--- config.mk ---
export PLATFORM = sky130hd
export DESIGN_NAME = alu_flag_branch_unit_flat
export DESIGN_NICKNAME = d
export VERILOG_FILES = /design/src/rtl/alu_flag_branch_unit_if.sv /design/src/rtl/alu_flag_branch_unit.sv /design/src/flat_wrapper.sv
export SDC_FILE = /design/constraint.sdc
export NUM_CORES = 1
export LEC_CHECK = 0
export ABC_AREA = 1
export BUFFER_PORTS_ARGS = -buffer_cell sky130_fd_sc_hd__buf_2
export CORE_MARGIN = 1.5
export CORE_UTILIZATION = 30
export CTS_CLUSTER_SIZE = 25
export DETAILED_ROUTE_END_ITERATION = 8
export HOLD_SLACK_MARGIN = 0.15
export PLACE_DENSITY_LB_ADDON = 0.3
export SLEW_MARGIN = 20
export SYNTH_ARGS = -nofsm -noshare
export SYNTH_HDL_FRONTEND = slang
export SYNTH_SLANG_ARGS = --single-unit
--- constraint.sdc ---
create_clock -name clk -period 1.8 [get_ports clk]
set_clock_uncertainty 0.15 [all_clocks]
set_input_delay 0.09 -clock clk [delete_from_list [all_inputs] [get_ports clk]]
set_output_delay 0.09 -clock clk [all_outputs]
set_load 0.05 [all_outputs]
--- src/rtl/alu_flag_branch_unit_if.sv ---
// Flag-update and branch-request bundle between the ALU/decode stage and the
// flag/branch unit. The master drives requests; the slave returns flags and decisions.
interface alu_flag_branch_unit_if;
  logic       set_flags;
  logic       flag_arith;
  logic       negative_in;
  logic       zero_in;
  logic       overflow_in;
  logic       carry_in;
  logic       br_valid;
  logic [1:0] br_type;
  logic [3:0] cond;
  logic [3:0] flags_q;
  logic       take_valid;
  logic       take_branch;
  logic       cond_invalid;

  modport master (
    output set_flags, flag_arith, negative_in, zero_in, overflow_in, carry_in,
    output br_valid, br_type, cond,
    input  flags_q, take_valid, take_branch, cond_invalid
  );

  modport slave (
    input  set_flags, flag_arith, negative_in, zero_in, overflow_in, carry_in,
    input  br_valid, br_type, cond,
    output flags_q, take_valid, take_branch, cond_invalid
  );
endinterface

--- src/rtl/alu_flag_branch_unit.sv ---
// NZVC flag register plus ARMv8 branch-condition evaluator with a registered decision.
// Define FLAG_BYPASS_EN to forward same-cycle flag updates into a coincident B.cond.
module alu_flag_branch_unit #(
  parameter int         NUM_COND    = 16,
  parameter logic [3:0] RESET_FLAGS = 4'b0000
) (
  input logic                   clk,
  input logic                   reset,
  alu_flag_branch_unit_if.slave bus
);

  typedef enum logic [1:0] {
    BR_COND   = 2'b00,
    BR_CBZ    = 2'b01,
    BR_CBNZ   = 2'b10,
    BR_ALWAYS = 2'b11
  } br_type_e;

  logic [3:0]          flags_r;
  logic [3:0]          flags_next;
  logic [3:0]          flags_eff;
  logic [NUM_COND-1:0] cond_true;
  logic                decision;
  logic                is_bad_cond;
  logic                take_valid_r;
  logic                take_branch_r;
  logic                cond_invalid_r;
  br_type_e            br_type;

  assign br_type = br_type_e'(bus.br_type);

  // NOTE: every always_comb output gets a default first so no path leaves it
  // unassigned, which would otherwise infer a latch.
  always_comb begin
    flags_next = flags_r;
    if (bus.set_flags) begin
      // Logical ops leave the ALU's V/C undefined, so they are cleared rather than sampled.
      flags_next = bus.flag_arith
                 ? {bus.negative_in, bus.zero_in, bus.overflow_in, bus.carry_in}
                 : {bus.negative_in, bus.zero_in, 2'b00};
    end
  end

`ifdef FLAG_BYPASS_EN
  assign flags_eff = flags_next;
`else
  assign flags_eff = flags_r;
`endif

  // Truth of every condition encoding on the effective {N,Z,V,C}.
  always_comb begin
    logic n, z, v, c;
    {n, z, v, c}  = flags_eff;
    cond_true     = '0;
    cond_true[0]  = z;
    cond_true[1]  = !z;
    cond_true[2]  = c;
    cond_true[3]  = !c;
    cond_true[4]  = n;
    cond_true[5]  = !n;
    cond_true[6]  = v;
    cond_true[7]  = !v;
    cond_true[8]  = c && !z;
    cond_true[9]  = !c || z;
    cond_true[10] = (n == v);
    cond_true[11] = (n != v);
    cond_true[12] = !z && (n == v);
    cond_true[13] = z || (n != v);
    cond_true[14] = 1'b1;
    cond_true[15] = 1'b1;
  end

  // CBZ/CBNZ look at the live ALU zero, never the flag register.
  always_comb begin
    decision = 1'b0;
    case (br_type)
      BR_COND:   decision = cond_true[bus.cond];
      BR_CBZ:    decision = bus.zero_in;
      BR_CBNZ:   decision = !bus.zero_in;
      BR_ALWAYS: decision = 1'b1;
      default:   decision = 1'b0;
    endcase
  end

  assign is_bad_cond = (br_type == BR_COND) && (bus.cond == 4'b1111);

  // NOTE: sequential state uses non-blocking assignments so every register
  // samples pre-edge values regardless of statement order.
  always_ff @(posedge clk) begin
    if (reset) begin
      flags_r        <= RESET_FLAGS;
      take_valid_r   <= 1'b0;
      take_branch_r  <= 1'b0;
      cond_invalid_r <= 1'b0;
    end else begin
      flags_r        <= flags_next;
      take_valid_r   <= bus.br_valid;
      cond_invalid_r <= bus.br_valid && is_bad_cond;
      if (bus.br_valid) begin
        take_branch_r <= decision;
      end
    end
  end

  assign bus.flags_q      = flags_r;
  assign bus.take_valid   = take_valid_r;
  assign bus.take_branch  = take_branch_r;
  assign bus.cond_invalid = cond_invalid_r;

endmodule
--- src/flat_wrapper.sv ---
// flat-port wrapper written by rule: the top's interface ports become plain ports
module alu_flag_branch_unit_flat 
#(
  parameter int         NUM_COND    = 16,
  parameter logic [3:0] RESET_FLAGS = 4'b0000
)
  (clk, reset, bus_set_flags, bus_flag_arith, bus_negative_in, bus_zero_in, bus_overflow_in, bus_carry_in, bus_br_valid, bus_br_type, bus_cond, bus_flags_q, bus_take_valid, bus_take_branch, bus_cond_invalid);
  alu_flag_branch_unit_if bus_i ();
  input logic clk;
  input logic reset;
  input wire logic [$bits(bus_i.set_flags)-1:0] bus_set_flags;
  input wire logic [$bits(bus_i.flag_arith)-1:0] bus_flag_arith;
  input wire logic [$bits(bus_i.negative_in)-1:0] bus_negative_in;
  input wire logic [$bits(bus_i.zero_in)-1:0] bus_zero_in;
  input wire logic [$bits(bus_i.overflow_in)-1:0] bus_overflow_in;
  input wire logic [$bits(bus_i.carry_in)-1:0] bus_carry_in;
  input wire logic [$bits(bus_i.br_valid)-1:0] bus_br_valid;
  input wire logic [$bits(bus_i.br_type)-1:0] bus_br_type;
  input wire logic [$bits(bus_i.cond)-1:0] bus_cond;
  output wire logic [$bits(bus_i.flags_q)-1:0] bus_flags_q;
  output wire logic [$bits(bus_i.take_valid)-1:0] bus_take_valid;
  output wire logic [$bits(bus_i.take_branch)-1:0] bus_take_branch;
  output wire logic [$bits(bus_i.cond_invalid)-1:0] bus_cond_invalid;
  assign bus_i.set_flags = bus_set_flags;
  assign bus_i.flag_arith = bus_flag_arith;
  assign bus_i.negative_in = bus_negative_in;
  assign bus_i.zero_in = bus_zero_in;
  assign bus_i.overflow_in = bus_overflow_in;
  assign bus_i.carry_in = bus_carry_in;
  assign bus_i.br_valid = bus_br_valid;
  assign bus_i.br_type = bus_br_type;
  assign bus_i.cond = bus_cond;
  assign bus_flags_q = bus_i.flags_q;
  assign bus_take_valid = bus_i.take_valid;
  assign bus_take_branch = bus_i.take_branch;
  assign bus_cond_invalid = bus_i.cond_invalid;
  alu_flag_branch_unit #(.NUM_COND(NUM_COND), .RESET_FLAGS(RESET_FLAGS)) u_core (.clk(clk), .reset(reset), .bus(bus_i));
endmodule
==> results.txt, run 1 <==
The worst hold slack across all endpoints came out at ~0.16 ns. TritonCTS built the clock tree. From bottom edge to top edge, the die measures between 30 and 40 microns.

For this run, the number of Yosys warnings is 0. The routed via count divided by cell count is roughly 4.7. The flop and latch count out of synthesis came out at 7. The clock root buffer is sky130_fd_sc_hd__clkbuf_4. The analysis attributes to net switching a power of around 0.14 mW. The number of buffers created by CTS is 3. The register clock-pin slew on the reported worst setup and hold paths is ~0.050 ns.

The starting utilization of the core area is a little under a third. The internal power of the cells totals about 0.30 mW. The startpoint of the worst-slack reg-to-reg timing path is u_core.bus.flags_q[3]. In the final routed layout, each cell accounts on average for a little under 10 microns.

After synthesis, the most frequently instantiated cells are sky130_fd_sc_hd__nand2_1, sky130_fd_sc_hd__nand3_1, sky130_fd_sc_hd__dfxtp_1. The post-route clock period utilization is between 80% and 90%. The final antenna-violating net count is 0. The endpoint with the worst hold slack is u_core.bus.take_branch.

The worst-case clock buffer depth came out at 2. Summed over all cells, the static leakage comes to 0.355 nW. The data required time of the critical path came out at approximately 1.8 ns. Among all cell types in the netlist, the one instantiated most often is sky130_fd_sc_hd__nand2_1. The worst path arrival time is roughly 1.6 ns. Summing all flip-flop and latch instances after layout gives 140 sq um. The worst hold path belongs to the class in2reg. The number of library cell types mapped by synthesis came out at 15. By area the synthesized netlist is led by sky130_fd_sc_hd__dfxtp_1, sky130_fd_sc_hd__nand2_1, sky130_fd_sc_hd__nand3_1.

The buffer and inverter count on the worst path came out at 4. The placer congestion estimate came out at approximately 0.73. At the pin with the least slew margin, the transition time is 0.306 ns. In this design, the largest share of critical-path delay is due to buffers and inverters. The area of the die came out at about 1600 sq um. The final-report max-slew violation count is 0. The clock period could shrink to about 1.6 ns. For this design the ratio of total power to cell area is 636 nW/um^2. The net count reported at finish came out at 120.

After detailed routing, the total wire length is 1170 microns. The global-route wire length before repair came out at 1880 microns. Sequential cells were found to cover around a third of the synthesized design area. The switching share of power is between 30 and 40%. In this run the biggest area consumer among cell types represents between 30% and 40% of the synthesized area.

By instance count, the cell type seen most on the critical path is sky130_fd_sc_hd__dlygate4sd3_1. The area growth from synthesis to layout is 74.5%. The number of cell instances on the worst register-to-register path came out at 8. The antenna diode count came out at 0. The post-synthesis cell type with the largest combined area is sky130_fd_sc_hd__dfxtp_1. The cell depth of the worst setup path came out at 6. The critical path is of the in2reg type. In the routed design, unresolved DRC markers number 0.

The initial antenna violation count came out at 0. The insertion delay of the later-clocked pin in the worst-skew pair is 0.26 ns. The total nets after synthesis is between 70 and 80.

Registers are responsible for 37.6% of the overall power. The timing-limited maximum frequency is 624 MHz. The combinational share of power is 29.6%.

The starting DRC count in detailed routing is 8. The number of filler cells placed in the layout is 110. The number of global-route vias before repair came out at 500. The horizontal die dimension came out at slightly below 40 microns.

The count of clock tree sinks is 7. Post-CTS timing repair inserted 0 buffers for setup. The number of hold violations in the final report is 0. The synthesized area per cell came out at ~6.3 sq um. The area of the multi-input gates came out at ~230 sq um. Setup repair after global routing left no endpoint under its margin. The core region area is ~1300 sq um. The final number of setup-violating endpoints is 0. Along the worst hold path, the cell count comes to 7.

The maximum VDD drop came out at 0.371 mV. The sort of element at the end of the critical path is a flop. The largest fanout on the critical path came out at 6. The maximum level of the CTS H-tree came out at 1.

The cell count after synthesis came out at 64. The fraction of registers with async set or reset after synthesis came out at 0%. The number of detailed-routing iterations run before antenna repair is 4.

The pin count of the biggest net entering global routing came out at 8. The final worst setup slack is 0.196 ns. The post-placement worst setup slack is between 0.4 and 0.5 ns. The slowest stage of the critical path belongs to the cell sky130_fd_sc_hd__dlygate4sd3_1.

The startpoint type of the worst setup path is an input port. The peak per-stage delay on the critical path is 0.56 ns. Detailed routing inserted a total of ~560 vias. The final global-route overflow total is 0. The initialized floorplan defines 13 standard-cell rows. The total I/O pin count came out at 22. The number of flops mapped to enable cells by yosys is 0. The summed instance area of the synthesized netlist came out at between 400 and 500 sq um. The setup TNS after final layout came out at 0 ns.

After layout, the design draws a total of about 0.45 mW. The reg-to-reg setup timing slack is 0.42 ns. The quantity of I/O buffers inserted on ports is 21. Max-cap violations in this run came to 0. The signal on the critical path passes through dlygate4sd3_1, buf_2, inv_2, nor2_1, dlygate4sd3_1, a211oi_1. The global routing usage summed across all routing layers came out at between 15 and 20%. The proportion of layout cells with a drive suffix above 1 is around 28%. Once detailed placement completed, the half-perimeter wirelength came to a little over 700 microns. The startpoint of the lowest-slack hold path is bus_cond[2]. The clock share of power came out at approximately a third. The worst slew margin relative to its limit came out at between 70% and 80%. The prevailing post-synth register cell is sky130_fd_sc_hd__dfxtp_1.

The flow ran to the end, and the final reports show no timing, DRC or antenna violations. The worst register-to-register path ends at u_core.bus.take_branch.
tightest hold or removal path: stages:
cell	delay (ns)
sky130_fd_sc_hd__buf_2	0.11
sky130_fd_sc_hd__nand2_1	0.06
sky130_fd_sc_hd__nand2_1	0.04
sky130_fd_sc_hd__nand2_1	0.05
sky130_fd_sc_hd__nand2_1	0.05
sky130_fd_sc_hd__nand2_1	0.07
sky130_fd_sc_hd__a21oi_2	0.05
state kept, by name (all words and copies together), names as in the netlist:
name                     count
u_core.bus.take_valid        1
u_core.bus.cond_invalid      1
u_core.bus.take_branch       1
u_core.bus.flags_q           4
through the flow:
step | util (%) | cells | instance area [sq um]
floorplan | - | 64 | 403
global placement | 41.5 | 100 | 527
finish | 55.4 | 119 | 703
global route | 55.4 | 119 | 703
CTS | 55.4 | 119 | 703
detailed placement | 41.5 | 100 | 527
timing repair:
item	in CTS	in global routing
hold endpoints to repair	7	0
resized for setup	0	0
hold buffers	15	0
setup endpoints to repair	0	0
cell usage in the layout, fill, tap and decap left out:
| cell type | synthesis | routed |
|---|---|---|
| sky130_fd_sc_hd__nand3b_1 | 1 | 1 |
| sky130_fd_sc_hd__buf_2 | 0 | 21 |
| sky130_fd_sc_hd__nor2_1 | 6 | 6 |
| sky130_fd_sc_hd__inv_1 | 6 | 6 |
| sky130_fd_sc_hd__o211ai_1 | 1 | 1 |
| sky130_fd_sc_hd__o21ai_0 | 1 | 1 |
| sky130_fd_sc_hd__dfxtp_1 | 7 | 7 |
| sky130_fd_sc_hd__clkbuf_1 | 0 | 1 |
| sky130_fd_sc_hd__a211oi_1 | 3 | 3 |
| sky130_fd_sc_hd__nand4_1 | 1 | 1 |
| sky130_fd_sc_hd__a21oi_2 | 1 | 1 |
| sky130_fd_sc_hd__clkbuf_4 | 0 | 3 |
| sky130_fd_sc_hd__nand3_1 | 9 | 9 |
| sky130_fd_sc_hd__dlygate4sd3_1 | 0 | 15 |
| sky130_fd_sc_hd__nand2_1 | 20 | 20 |
| sky130_fd_sc_hd__inv_2 | 3 | 3 |
| sky130_fd_sc_hd__o21bai_1 | 1 | 1 |
| sky130_fd_sc_hd__nand2_2 | 1 | 1 |
| sky130_fd_sc_hd__a21oi_1 | 3 | 3 |
how the worst max path moves through the flow:
stage                          startpoint                     end
global placement    u_core.bus.flags_q[3]  u_core.bus.take_branch
global route                bus_set_flags   u_core.bus.flags_q[3]
floorplan           u_core.bus.flags_q[3]  u_core.bus.take_branch
CTS                         bus_set_flags   u_core.bus.flags_q[3]
finish                      bus_set_flags   u_core.bus.flags_q[3]
detailed placement  u_core.bus.flags_q[3]  u_core.bus.take_branch
cell type report:
class,instances,share of cell area [%]
inverters,9,4.80
multi-input cells,48,32.6
flip-flops and latches,7,19.9
well taps,15,2.67
clock buffers,4,3.74
repair buffers,36,36.3
cells by family (layout without fill, tap and decap cells):
kind of cell	Yosys count	count (layout)	synth area share, %
buffers and inverters	9	49	8.38
AO/OA/AOI/OAI	10	10	16.5
AND/OR/NAND/NOR	38	38	40.4
flip-flops	7	7	34.8
power by group through the flow:
stage / Sequential, mW / Combinational, mW / Clock, mW
after floorplan: 0.199 / 0.0427 / 0
after global placement: 0.171 / 0.106 / 0
after detailed placement: 0.171 / 0.106 / 0
after CTS: 0.168 / 0.129 / 0.149
after global routing: 0.169 / 0.144 / 0.155
final: 0.168 / 0.132 / 0.147
per-layer routing:
metal / vias to the layer above / track usage [%] / share of wire (%)
li1: 291 / - / -
met1: 245 / 18.0 / 42
met2: 15 / 35.2 / 52
met3: 5 / 2.84 / 3.8
met4: 0 / 10.3 / 2.3
met5: - / 0 / 0
Note: power is estimated with default switching activity, not from simulation.
==> inputs of run 2 (changes only) <==
Settings changed: PLACE_DENSITY_LB_ADDON 0.3 to not set, TNS_END_PERCENT set to 20.
==> run 2 against run 1 <==
- final area up 1.4%
- core utilization increased by 0.79 points
- hold slack better by 0.031 ns
- via count fell by 3.2%
- non-clock buffer count grew 1
- power increased by 0.34%
- first-iteration DRC count increased by 88%
- register-to-register slack improved by 0.03 ns
- sequential share of layout area shrank 0.28 points
- wire length down 3.2%
- combinational power about the same
- clock-buffer cell count did not move
- largest cell class unchanged
==> results.txt, run 2 (synthesis results as in run 1) <==
The buffer and inverter count on the worst path is 4 (unchanged). The starting DRC count in detailed routing was 15 (+7). The timing-limited maximum frequency came to 622 MHz (-0.32%). TritonCTS built the clock tree. The routed via count divided by cell count came out at 4.48 (-4.0%). The total setup buffers inserted after CTS was 0 (unchanged).

The proportion of layout cells with a drive suffix above 1 came out at 27.6% (-0.27 points). The final global-route overflow total came to 0 (unchanged). The initial antenna violation count is 0 (unchanged). The worst path arrival time is 1.62 ns (about the same). The area of the multi-input gates came out at 229 sq um (unchanged). The die span in y is 39.6 microns (unchanged). The quantity of I/O buffers inserted on ports is 21 (unchanged). The area of the die came out at 1570 sq um (unchanged). The number of filler cells placed in the layout came out at 122 (+11%). The largest fanout on the critical path was 6 (unchanged). The insertion delay of the later-clocked pin in the worst-skew pair is 0.25 ns (about the same). The number of detailed-routing iterations run before antenna repair is 4 (unchanged). The time the worst path needs with I/O delays and setup came out at 1.61 ns (+0.00520 ns). The site row count is 13 (unchanged). The type of the worst setup path is in2reg. The sort of element at the end of the critical path is a flop.

The setup TNS after final layout is 0 ns (unchanged). The number of hold violations in the final report came out at 0 (unchanged). The library cell used most frequently in the layout, excluding fill and tap cells, is sky130_fd_sc_hd__buf_2.

The final wirelength is 1140 microns (-3.2%). The static leakage came out at 0.359 nW (+1.2%). The worst-case clock buffer depth came out at 2 (unchanged). The top cell types in the final layout, fill and taps aside, are sky130_fd_sc_hd__buf_2, sky130_fd_sc_hd__nand2_1, sky130_fd_sc_hd__dlygate4sd3_1, sky130_fd_sc_hd__nand3_1, sky130_fd_sc_hd__dfxtp_1.

The global-route wire length before repair came to 1870 microns (-0.37%). The net count reported at finish came to 121 (+0.83%). The final-report max-slew violation count is 0 (unchanged).

The reg-to-reg setup timing slack came to 0.45 ns (+0.03 ns). The power consumption is 0.449 mW (+0.34%). The core region area was 1270 sq um (unchanged). The maximum VDD drop is 0.441 mV (+19%).

The maximum level of the CTS H-tree is 1 (unchanged). The flow ran to the end, and the final reports show no timing, DRC or antenna violations. The root buffer cell chosen for the clock tree is sky130_fd_sc_hd__clkbuf_4. The count of clock tree sinks is 7 (unchanged). The peak per-stage delay on the critical path is 0.54 ns (-0.02 ns). The antenna diode count came out at 0 (unchanged). The average wire per cell in the routed design is 9.47 microns (-4.0%).

The number of buffers created by CTS came out at 3 (unchanged). The detailed-route DRC error count came out at 0 (unchanged). The worst slew margin relative to its limit is 83.3% (+3.8 points). STA classifies the critical path startpoint as an input port. The number of max-cap violations came to 0 (unchanged). The worst-margin pin slew is 0.248 ns (-0.0580 ns). Walking the worst path, the cells encountered are dlygate4sd3_1, buf_2, inv_2, nor2_1, dlygate4sd3_1, a211oi_1. Relative to the synthesized area, the layout overhead comes to 77.0%. Among the stages of the critical path, the cell type that occurs most often is sky130_fd_sc_hd__dlygate4sd3_1.

The final number of setup-violating endpoints was 0 (unchanged). The via count came to 538 (-3.2%). The combined flip-flop and latch cell area came out at 140 sq um (unchanged). For this design, the slowest cell found on the critical path is sky130_fd_sc_hd__dlygate4sd3_1. The starting utilization of the core area is 31.8% (unchanged). The post-route clock period utilization is 89.4% (+0.29 points). The post-cts resize count was 0 (unchanged). The estimated wirelength of the detail-placed design came out at 757 microns (+5.8%). The flip-flop count of the largest register, all copies and words added was 4 (unchanged). The post-cts hold buffer count is 16 (+1). The total I/O pin count is 22 (unchanged). The number of global-route vias before repair was 446 (-11%). The horizontal die dimension is 39.6 microns (unchanged). The path category of the worst min-delay check is in2reg. The register clock-pin slew on the reported worst setup and hold paths was 0.06 ns (about the same). The pin count of the biggest net entering global routing came out at 8 (unchanged). The global routing usage summed across all routing layers came out at 17.3% (-1.1 points). The cell family contributing the most delay on the critical path is buffers and inverters. The final antenna-violating net count is 0 (unchanged). The data required time of the critical path came to 1.81 ns (about the same).

The total power density per cell area came out at 629 nW/um^2 (-1.1%). Setup repair after global routing left no endpoint under its margin. The worst hold slack across all endpoints came out at 0.195 ns (+0.0306 ns). The placer congestion estimate is 0.679 (-7.6%).
run 2: changes by cell type in the layout (fill, tap and decap cells not counted):
cell / previous run / this run
sky130_fd_sc_hd__dlygate4sd3_1: 15 / 16
run 2: final timing paths:
check | to | from | cells after the start
setup / recovery | u_core.bus.flags_q[2] | bus_set_flags | 6
hold / removal | u_core.bus.take_branch | bus_cond[0] | 6
setup reg to reg | u_core.bus.take_branch | u_core.bus.flags_q[3] | 8
hold reg to reg | u_core.bus.flags_q[2] | u_core.bus.flags_q[2] | 2
run 2: per-stage QoR:
step / setup WS, ns / util [%] / std cells / area [sq um]
after floorplan: 0.156 / - / 64 / 403
after global placement: 0.475 / 41.5 / 100 / 527
after detailed placement: 0.459 / 41.5 / 100 / 527
after CTS: 0.203 / 56.2 / 120 / 713
after global routing: 0.0889 / 56.2 / 120 / 713
final: 0.191 / 56.2 / 120 / 713
run 2: area by class of cell:
class / instances / area share (%)
Sequential cell: 7 / 19.6
Multi-Input combinational cell: 48 / 32.1
Timing Repair Buffer: 37 / 37.2
Inverter: 9 / 4.74
Tap cell: 15 / 2.63
Clock buffer: 4 / 3.68
run 2: report_power, final:
part           switching, mW  internal (mW)
Combinational         0.0758         0.0573
Clock                 0.0620         0.0849
Sequential           0.00559          0.163
run 2: per-layer routing:
layer  vias to the layer above  GRT usage (%)  share of wire (%)
met4                         0           5.17                  0
met2                         9           26.2                 47
met1                       237           25.2                 50
met5                         -              0                  0
met3                         0           1.70                2.9
li1                        292              -                  -
run 2: worst register-to-register path, delay by kind of cell (launching register included):
family	cells	cell delay (ns)
buffers and inverters	1	0.10
flip-flops	1	0.36
AO/OA/AOI/OAI	2	0.36
AND/OR/NAND/NOR	5	0.33
==> inputs of run 3 (changes only) <==
Settings changed: CTS_BUF_LIST set to sky130_fd_sc_hd__clkbuf_2 sky130_fd_sc_hd__clkbuf_4 sky130_fd_sc_hd__clkbuf_8.
==> run 3 against run 2 <==
- via count up 4.3%
- worst setup slack gained 0.013 ns
- clock-buffer cell count is the same
- flip-flop and latch count stayed put
- hold slack got worse by 0.0033 ns
- first-iteration DRC count grew 27%
- register-to-register slack got worse by 0.07 ns
- wire length is 0.18% lower
- cell count stayed put
- sequential power is essentially flat
- highest routed layer is now met4
==> results.txt, run 3 (synthesis results as in run 1) <==
The worst-case clock buffer depth came to 2 (unchanged). The number of hold violations in the final report came to 0 (unchanged). The starting utilization of the core area is 31.8% (unchanged). Among the stages of the critical path, the cell type that occurs most often is sky130_fd_sc_hd__dlygate4sd3_1. The number of filler cells placed in the layout is 124 (+1.6%).

The largest fanout on the critical path came to 6 (unchanged). The power share of the sequential group came to 36.3% (-1.3 points). The number of buffers created by CTS is 3 (unchanged). The initial antenna violation count came to 0 (unchanged). The maximum VDD drop came out at 0.350 mV (-21%).

The proportion of layout cells with a drive suffix above 1 is 28.6% (+0.95 points). The number of global-route vias before repair was 452 (+1.3%). The flip-flop count of the largest register, all copies and words added is 4 (unchanged). The final number of setup-violating endpoints came to 0 (unchanged). The combinational share of power is 28.6% (-1.1 points). The static leakage came out at 0.363 nW (+0.95%). The count of clock tree sinks was 7 (unchanged). In this run the critical register-to-register path is launched from u_core.bus.flags_q[1]. The insertion delay of the later-clocked pin in the worst-skew pair came to 0.25 ns (about the same). The most heavily used metal layer in global routing is met2. The via count is 561 (+4.3%).

The post-cts resize count came out at 0 (unchanged). The path with the worst hold slack has its endpoint at u_core.bus.take_branch. The post-cts hold buffer count came out at 16 (unchanged). The clock share of power came out at 35.1% (+2.3 points). The setup TNS after final layout came out at 0 ns (unchanged). The global routing usage on met1 is 22.1% (-3.1 points). TritonCTS built the clock tree.

The core region area is 1270 sq um (unchanged). The total setup buffers inserted after CTS is 0 (unchanged). The run finished with clean final reports.

The final antenna-violating net count is 0 (unchanged). The final-report max-slew violation count was 0 (unchanged). The peak per-stage delay on the critical path came to 0.54 ns (about the same).

The startpoint of the lowest-slack hold path is bus_cond[0]. The met3 layer usage reported by global route is 1.70% (unchanged). The library cell used most frequently in the layout, excluding fill and tap cells, is sky130_fd_sc_hd__buf_2.

The maximum level of the CTS H-tree came out at 1 (unchanged). The global routing usage summed across all routing layers was 16.8% (-0.47 points). The site row count is 13 (unchanged).

The average wire per cell in the routed design is 9.45 microns (-0.18%). The pin count of the biggest net entering global routing is 8 (unchanged). The time the worst path needs with I/O delays and setup came to 1.60 ns (-0.0131 ns). The internal cell power is 0.320 mW (+5.0%). The final global-route overflow total came out at 0 (unchanged).

The path category of the worst min-delay check is in2reg. The total I/O pin count came out at 22 (unchanged). The global-route wire length before repair was 1790 microns (-4.0%). The register clock-pin slew on the reported worst setup and hold paths came out at 0.06 ns (about the same).

The cell count after placement came to 100 (unchanged). The root buffer cell chosen for the clock tree is sky130_fd_sc_hd__clkbuf_4. The final worst setup slack is 0.204 ns (+0.0131 ns). The number of cell instances on the worst register-to-register path is 3 (-5). The reg-to-reg setup timing slack came out at 0.38 ns (-0.07 ns). The worst slew margin relative to its limit came to 83.6% (+0.31 points). The post-placement worst setup slack is 0.459 ns (unchanged). The cell count of the worst hold path came out at 6 (unchanged). The final standard cell area without fillers is 717 sq um (+0.53%). STA classifies the critical path endpoint as a flop. The final wirelength is 1130 microns (-0.18%). The routed via count divided by cell count came out at 4.68 (+4.3%). The switching power summed over all nets is 0.144 mW (+0.64%). The area of the die is 1570 sq um (unchanged). The starting DRC count in detailed routing came out at 19 (+4). The worst-margin pin slew is 0.245 ns (-0.00344 ns). Setup repair after global routing left no endpoint under its margin. The switching share of power is 31.1% (-0.91 points). Leaving out fill and tap cells, the most frequent cells in the layout are sky130_fd_sc_hd__buf_2, sky130_fd_sc_hd__nand2_1, sky130_fd_sc_hd__dlygate4sd3_1, sky130_fd_sc_hd__nand3_1, sky130_fd_sc_hd__dfxtp_1. The estimated wirelength of the detail-placed design came out at 757 microns (unchanged). Among all stages on the critical path, the largest delay is contributed by sky130_fd_sc_hd__dlygate4sd3_1. The antenna diode count came out at 0 (unchanged).

The power consumption is 0.465 mW (+3.6%). The die span in y came out at 39.6 microns (unchanged). The net count reported at finish came out at 121 (unchanged). The placer congestion estimate came to 0.679 (unchanged). The total power density per cell area is 648 nW/um^2 (+3.0%). STA classifies the critical path startpoint as an input port. The area growth from synthesis to layout is 78.0%. The horizontal die dimension is 39.6 microns (unchanged). The data required time of the critical path came out at 1.82 ns (about the same). The quantity of I/O buffers inserted on ports came to 21 (unchanged). The worst register-to-register path ends at u_core.bus.flags_q[1]. The timing-limited maximum frequency is 627 MHz (+0.82%). The worst path arrival time is 1.61 ns (about the same). The type of the worst setup path is in2reg. The number of max-cap violations is 0 (unchanged). The global routing met2 resource utilization came out at 27.0% (+0.82 points). The post-route clock period utilization came to 88.7% (-0.73 points). Walking the worst path, the cells encountered are dlygate4sd3_1, buf_2, inv_2, nor2_1, dlygate4sd3_1, a211oi_1.

The final cell count without fillers was 120 (unchanged). The detailed-route DRC error count is 0 (unchanged). The number of detailed-routing iterations run before antenna repair is 4 (unchanged). The cell area after placement came out at 527 sq um (unchanged).
-- run 3: cell types whose count changed in the layout (fill, tap and decap cells not counted) --
cell,delta
sky130_fd_sc_hd__clkbuf_1,-1
sky130_fd_sc_hd__clkbuf_4,+1
-- run 3: per-layer routing --
| layer | wire length, microns | vias up |
|---|---|---|
| met5 | 0 | - |
| met4 | 10 | 0 |
| met3 | 39 | 2 |
| met2 | 526 | 19 |
| met1 | 557 | 248 |
| li1 | - | 292 |
-- run 3: area by class of cell --
| cell class | instances | area (sq um) | share of cell area [%] |
|---|---|---|---|
| Timing Repair Buffer | 37 | 265 | 37.0 |
| Clock buffer | 4 | 30.0 | 4.19 |
| Tap cell | 15 | 18.8 | 2.62 |
| Sequential cell | 7 | 140 | 19.5 |
| Inverter | 9 | 33.8 | 4.71 |
| Multi-Input combinational cell | 48 | 229 | 31.9 |
-- run 3: critical path: cells and delay by family --
family          cells  cell delay [ns]
buf+inv             4             1.30
compound gates      1             0.18
simple gates        1             0.04
-- run 3: worst max path at each step --
| stage | start | to | slack (ns) | cells after the start |
|---|---|---|---|---|
| after floorplan | u_core.bus.flags_q[3] | u_core.bus.take_branch | 0.16 | 8 |
| after global placement | u_core.bus.flags_q[3] | u_core.bus.take_branch | 0.48 | 8 |
| after detailed placement | u_core.bus.flags_q[3] | u_core.bus.take_branch | 0.46 | 8 |
| after CTS | bus_set_flags | u_core.bus.flags_q[2] | 0.20 | 6 |
| after global routing | bus_set_flags | u_core.bus.flags_q[3] | 0.1 | 6 |
| final | bus_set_flags | u_core.bus.flags_q[2] | 0.20 | 6 |
-- run 3: power by group through the flow --
| stage | logic [mW] | registers [mW] | clock network (mW) |
|---|---|---|---|
| finish | 0.133 | 0.169 | 0.163 |
| CTS | 0.132 | 0.168 | 0.163 |
| global route | 0.146 | 0.170 | 0.169 |
| global placement | 0.107 | 0.171 | 0 |
| detailed placement | 0.107 | 0.172 | 0 |
| floorplan | 0.0427 | 0.199 | 0 |
-- run 3: stage by stage --
stage	hold WS [ns]	util [%]
final	0.191	56.5
after global routing	0.244	56.5
after CTS	0.187	56.5
after detailed placement	0.194	41.5
after global placement	0.194	41.5
after floorplan	0.00907	-
